File: config.mk
export PLATFORM = sky130hd
export DESIGN_NAME = pwm_capture
export DESIGN_NICKNAME = d
export VERILOG_FILES = /design/src/rtl/pwm_capture.sv
export SDC_FILE = /design/constraint.sdc
export NUM_CORES = 1
export LEC_CHECK = 0
export CORE_UTILIZATION = 25
export DETAILED_ROUTE_END_ITERATION = 8
export PLACE_DENSITY = 0.5
export REMOVE_ABC_BUFFERS = 1
export SLEW_MARGIN = 20
export SYNTH_ARGS = -nofsm -noshare
export SYNTH_HDL_FRONTEND = slang
export SYNTH_SLANG_ARGS = --single-unit
File: constraint.sdc
create_clock -name clk_in -period 2.2 [get_ports clk_in]
set_clock_uncertainty 0.2 [all_clocks]
set_input_delay 0.66 -clock clk_in [delete_from_list [all_inputs] [get_ports clk_in]]
set_output_delay 0.66 -clock clk_in [all_outputs]
set_load 0.05 [all_outputs]
File: src/rtl/pwm_capture.sv
// Pulse-train capture: synchronizes pwm_in, detects rising edges and measures
// period and high time in clk_in cycles, publishing each result with a valid strobe.
module pwm_capture #(
  parameter int unsigned CNT_W       = 32,
  parameter int unsigned SYNC_STAGES = 2
) (
  input  logic             clk_in,
  input  logic             reset,
  input  logic             enable,
  input  logic             pwm_in,
  input  logic             clr_ovf,
  output logic [CNT_W-1:0] period_cnt,
  output logic [CNT_W-1:0] high_cnt,
  output logic             valid,
  output logic             overflow,
  output logic             busy
);

  typedef enum logic {
    ST_IDLE = 1'b0,
    ST_MEAS = 1'b1
  } state_t;

  localparam logic [CNT_W-1:0] CNT_MAX = '1;
  localparam logic [CNT_W-1:0] CNT_ONE = {{(CNT_W-1){1'b0}}, 1'b1};

  state_t                 r_state;
  state_t                 w_state_nxt;
  logic [SYNC_STAGES-1:0] r_sync;
  logic                   r_s_d;
  logic                   w_s_in;
  logic                   w_rise;
  logic [CNT_W-1:0]       r_per_ctr;
  logic [CNT_W-1:0]       r_hi_ctr;
  logic [CNT_W-1:0]       r_period;
  logic [CNT_W-1:0]       r_high;
  logic                   r_valid;
  logic                   r_overflow;
  logic                   w_start;
  logic                   w_publish;
  logic                   w_count;
  logic                   w_clear;
  logic                   w_ovf_set;

  assign w_s_in = r_sync[SYNC_STAGES-1];
  assign w_rise = w_s_in & ~r_s_d;

  always_ff @(posedge clk_in or negedge reset) begin
    if (!reset) begin
      r_sync <= '0;
      r_s_d  <= 1'b0;
    end else begin
      r_sync <= {r_sync[SYNC_STAGES-2:0], pwm_in};
      r_s_d  <= w_s_in;
    end
  end

  always_ff @(posedge clk_in or negedge reset) begin
    if (!reset) r_state <= ST_IDLE;
    else        r_state <= w_state_nxt;
  end

  always_comb begin
    w_state_nxt = r_state;
    w_start     = 1'b0;
    w_publish   = 1'b0;
    w_count     = 1'b0;
    w_clear     = 1'b0;
    w_ovf_set   = 1'b0;
    if (!enable) begin
      w_state_nxt = ST_IDLE;
      w_clear     = 1'b1;
    end else begin
      unique case (r_state)
        ST_IDLE: begin
          if (w_rise) begin
            w_state_nxt = ST_MEAS;
            w_start     = 1'b1;
          end
        end
        ST_MEAS: begin
          // A rise both closes the current window and opens the next one.
          if (w_rise) begin
            w_publish = 1'b1;
            w_start   = 1'b1;
          end else if (r_per_ctr == CNT_MAX) begin
            w_ovf_set   = 1'b1;
            w_clear     = 1'b1;
            w_state_nxt = ST_IDLE;
          end else begin
            w_count = 1'b1;
          end
        end
        default: w_state_nxt = ST_IDLE;
      endcase
    end
  end

  always_ff @(posedge clk_in or negedge reset) begin
    if (!reset) begin
      r_per_ctr  <= '0;
      r_hi_ctr   <= '0;
      r_period   <= '0;
      r_high     <= '0;
      r_valid    <= 1'b0;
      r_overflow <= 1'b0;
    end else begin
      r_valid <= w_publish;
      if (w_publish) begin
        r_period <= r_per_ctr;
        r_high   <= r_hi_ctr;
      end
      if (w_start) begin
        r_per_ctr <= CNT_ONE;
        r_hi_ctr  <= CNT_ONE;
      end else if (w_clear) begin
        r_per_ctr <= '0;
        r_hi_ctr  <= '0;
      end else if (w_count) begin
        r_per_ctr <= r_per_ctr + CNT_ONE;
        if (w_s_in) r_hi_ctr <= r_hi_ctr + CNT_ONE;
      end
      if (w_ovf_set)    r_overflow <= 1'b1;
      else if (clr_ovf) r_overflow <= 1'b0;
    end
  end

  assign period_cnt = r_period;
  assign high_cnt   = r_high;
  assign valid      = r_valid;
  assign overflow   = r_overflow;
  assign busy       = (r_state == ST_MEAS);

endmodule

==> flow_summary.toml <==
[critical_path]
critical_path.cell_chain = "and4_4, and3_4, a41oi_2, buf_6, or3b_1, a31oi_4"
path_delay_family = "simple AND/OR/NAND/NOR gates"
critPathLaunchType = "flip-flop"
end_kind = "flip-flop"
r2r_end = "r_hi_ctr[23]"
worst-endpoint-required_ns = 2.35
ff2ff_setup_slack_ns = -0.02
path_depth = 6
arrival_ns = 2.37
reg2regPathDepth = 6
cp_slowest_cell = "dfrtp_1"
path_buf_inv = 1
cp_slowest_stage_delay_ns = 0.45
crit_type = "flip-flop to flip-flop"
cp_max_fo = 11
r2r_start = "r_per_ctr[4]"

[yosys]
async_flop_share = 1.000
synth_area_leaders = "dfrtp_1 (54%), mux2_2 (9.4%), a31oi_1 (3.6%)"
synth_commonest_cells = "dfrtp_1 (134), mux2_2 (52), nand3_1 (43)"
avgSynthCellArea_um2 = 10.91
synth.largest_area_cell = "dfrtp_1"
synth_top_area_share = 0.5411
synth_most_common_cell = "dfrtp_1"
seq_area_frac_synth = 0.5411
syn-cell-area_mm2 = 0.006197
yosys_most_used_dff = "dfrtp_1"
yosys_register_bits = 134
yosys_warnings = 0
synthCells = 568
synth_cell_type_count = 49
synth_edf_count = 0

[detailed_routing]
vias = 5050
ant_nets = 0
avgViaCountPerCell = 4.879
drt_iter0_drc = 237
routed_wl_um = 17200
drt_first_pass_iters = 5
drc = 0
wire_per_inst_um = 16.61

[finish]
fill_cells = 2395
areaGrowthSynthToFinish_pct = 39.65
final_core_util = 0.3559
fin_area_mm2 = 0.008655
antenna_cells = 0
nets = 706
drive_above_1_share = 0.3699

[cts]
cts_max_level = 4
clkSinkCount = 134
cts_buffer_depth = 2
cts_tree = "done"
clk_pin_slew_worst_paths_ns = 0.06
clock_latency_ns = 0.43
cts_root_buf = "clkbuf_16"
cts-buffers-inserted = 17

[grt]
grt_start_max_net_pins = 44
antenna_found_initial = 0
groute.usage.overall = 0.1318
grt_pass1_wl_um = 26540
grt_pass1_vias = 5046
grt_overflow = 0

[min_path]
hold_path_depth = 0
hold_start = "r_sync[0]"
hold_path.class = "flip-flop to flip-flop"
min_to = "r_sync[1]"

[sta]
whs_ns = 0.1516
hold_viol = 0
fin_ws_ns = -0.01542
slew_headroom = 0.6927
drv_slew = 0
tns_ns = -0.02457
rsz0062_at_grt = "yes"
timing.final.setup_violations = 2
min_period_ns = 2.215
fmax_ghz = 0.4514
fin_crit_sh = 1.007
tightestPinTransition_ns = 0.4568

[pwr]
clockPowerShare = 0.516
p_comb_frac = 0.066
power.internal_mw = 4.627
power.total_mw = 5.992
p_seq_frac = 0.418
ir_worst_vdd_mv = 0.4113
power_density_mw_per_mm2 = 692.3
switchingPower_mw = 1.365
power_leakage_nw = 3.963
swShare = 0.2278

[run]
maxCapViolCount = 0

[floorplan]
ioPinCount = 72
fp.dieW_um = 159.4
die_h_um = 159.4
start_util = 0.2548
die_area_mm2 = 0.02542
design.core.area_mm2 = 0.02432
num_rows = 57

[place]
dpl.hpwl_um = 10860
portBuffers = 71
routabilityCongestion = 0.8268
place_area_mm2 = 0.007631

[run_status]
outcome = "finished, violations left"
violations = "setup timing"
[placed cells by master (no fill, tap or decap), types with 7 or more instances in the layout]
cell,instances
a21oi_1,7
a31oi_1,32
and3_1,20
buf_12,13
buf_4,122
clkbuf_16,21
dfrtp_1,133
inv_1,16
mux2_2,52
nand2_1,36
nand3_1,40
nand4_1,32
nor2_1,32
o21ai_0,23
or3_1,8
xor2_1,20
[through the flow]
stage          worst slack (ns)  cells
4_1_cts                -0.03453   1024
5_1_grt                 -0.1481   1035
3_5_place_dp            -0.3734    989
2_1_floorplan            -1.836    531
3_3_place_gp            -0.3172    989
6_report               -0.01542   1035
[worst max-delay path by stage]
| stage | start | endpoint |
|---|---|---|
| after global routing | r_per_ctr[1] | r_hi_ctr[22] |
| after detailed placement | enable | r_hi_ctr[23] |
| after CTS | r_per_ctr[0] | r_hi_ctr[15] |
| after global placement | enable | r_hi_ctr[9] |
| final | r_per_ctr[4] | r_hi_ctr[23] |
| after floorplan | busy | r_hi_ctr[19] |
[power by group through the flow]
stage                     sequential, mW  combinational [mW]  clock [mW]
final                               2.50               0.397        3.09
after global routing                2.51               0.428        3.27
after CTS                           2.50               0.360        3.16
after detailed placement            2.55               0.341           0
after global placement              2.55               0.336           0
after floorplan                     2.61              0.0868           0
[state kept, by name, indices dropped and copies added (netlist names)]
name and cells:
busy 1, high_cnt 32, overflow 1, period_cnt 32, r_hi_ctr 32, r_per_ctr 32, r_s_d 1, r_sync 2
valid 1
[cell families (layout without fill, tap and decap cells)]
kind of cell / count (synthesis) / in the layout / share of synthesized area
AND/OR/NAND/NOR: 209 / 209 / 0.1861
flip-flops: 134 / 134 / 0.5411
AO/OA/AOI/OAI: 96 / 96 / 0.1046
buffers and inverters: 53 / 196 / 0.03856
multiplexers: 52 / 52 / 0.09449
XOR/XNOR: 22 / 22 / 0.03109
adder cells (fa/ha/maj): 2 / 2 / 0.004037
[repair_timing]
item | 4_1_cts | 5_1_grt
hold endpoints to repair | 26 | 0
setup buffers | 2 | 6
resized for setup | 3 | 28
endpoints found under the setup margin | 31 | 61
cloned | 1 | 5
hold buffers | 1 | 0
pin swaps | 2 | 9
[per-layer routing]
metal | vias to the layer above | wire, µm | GRT usage | share of wire
li1 | 2361 | - | - | -
met1 | 2542 | 7970 | 0.1660 | 0.46
met2 | 121 | 8261 | 0.2179 | 0.48
met3 | 26 | 634 | 0.02813 | 0.037
met4 | 0 | 327 | 0.05682 | 0.019
met5 | - | 0 | 0 | 0
[layout make-up]
class | instances | area, µm² | share of cell area
multi-input combinational | 381 | 2796 | 0.3231
timing repair buffer | 149 | 1400 | 0.1618
clock buffer | 20 | 466.7 | 0.05393
inverter | 16 | 60.06 | 0.006939
sequential | 134 | 3354 | 0.3876
clock inverter | 11 | 171.4 | 0.01981
tap | 324 | 405.4 | 0.04684
No activity file was read; power rests on OpenSTA's default activity.
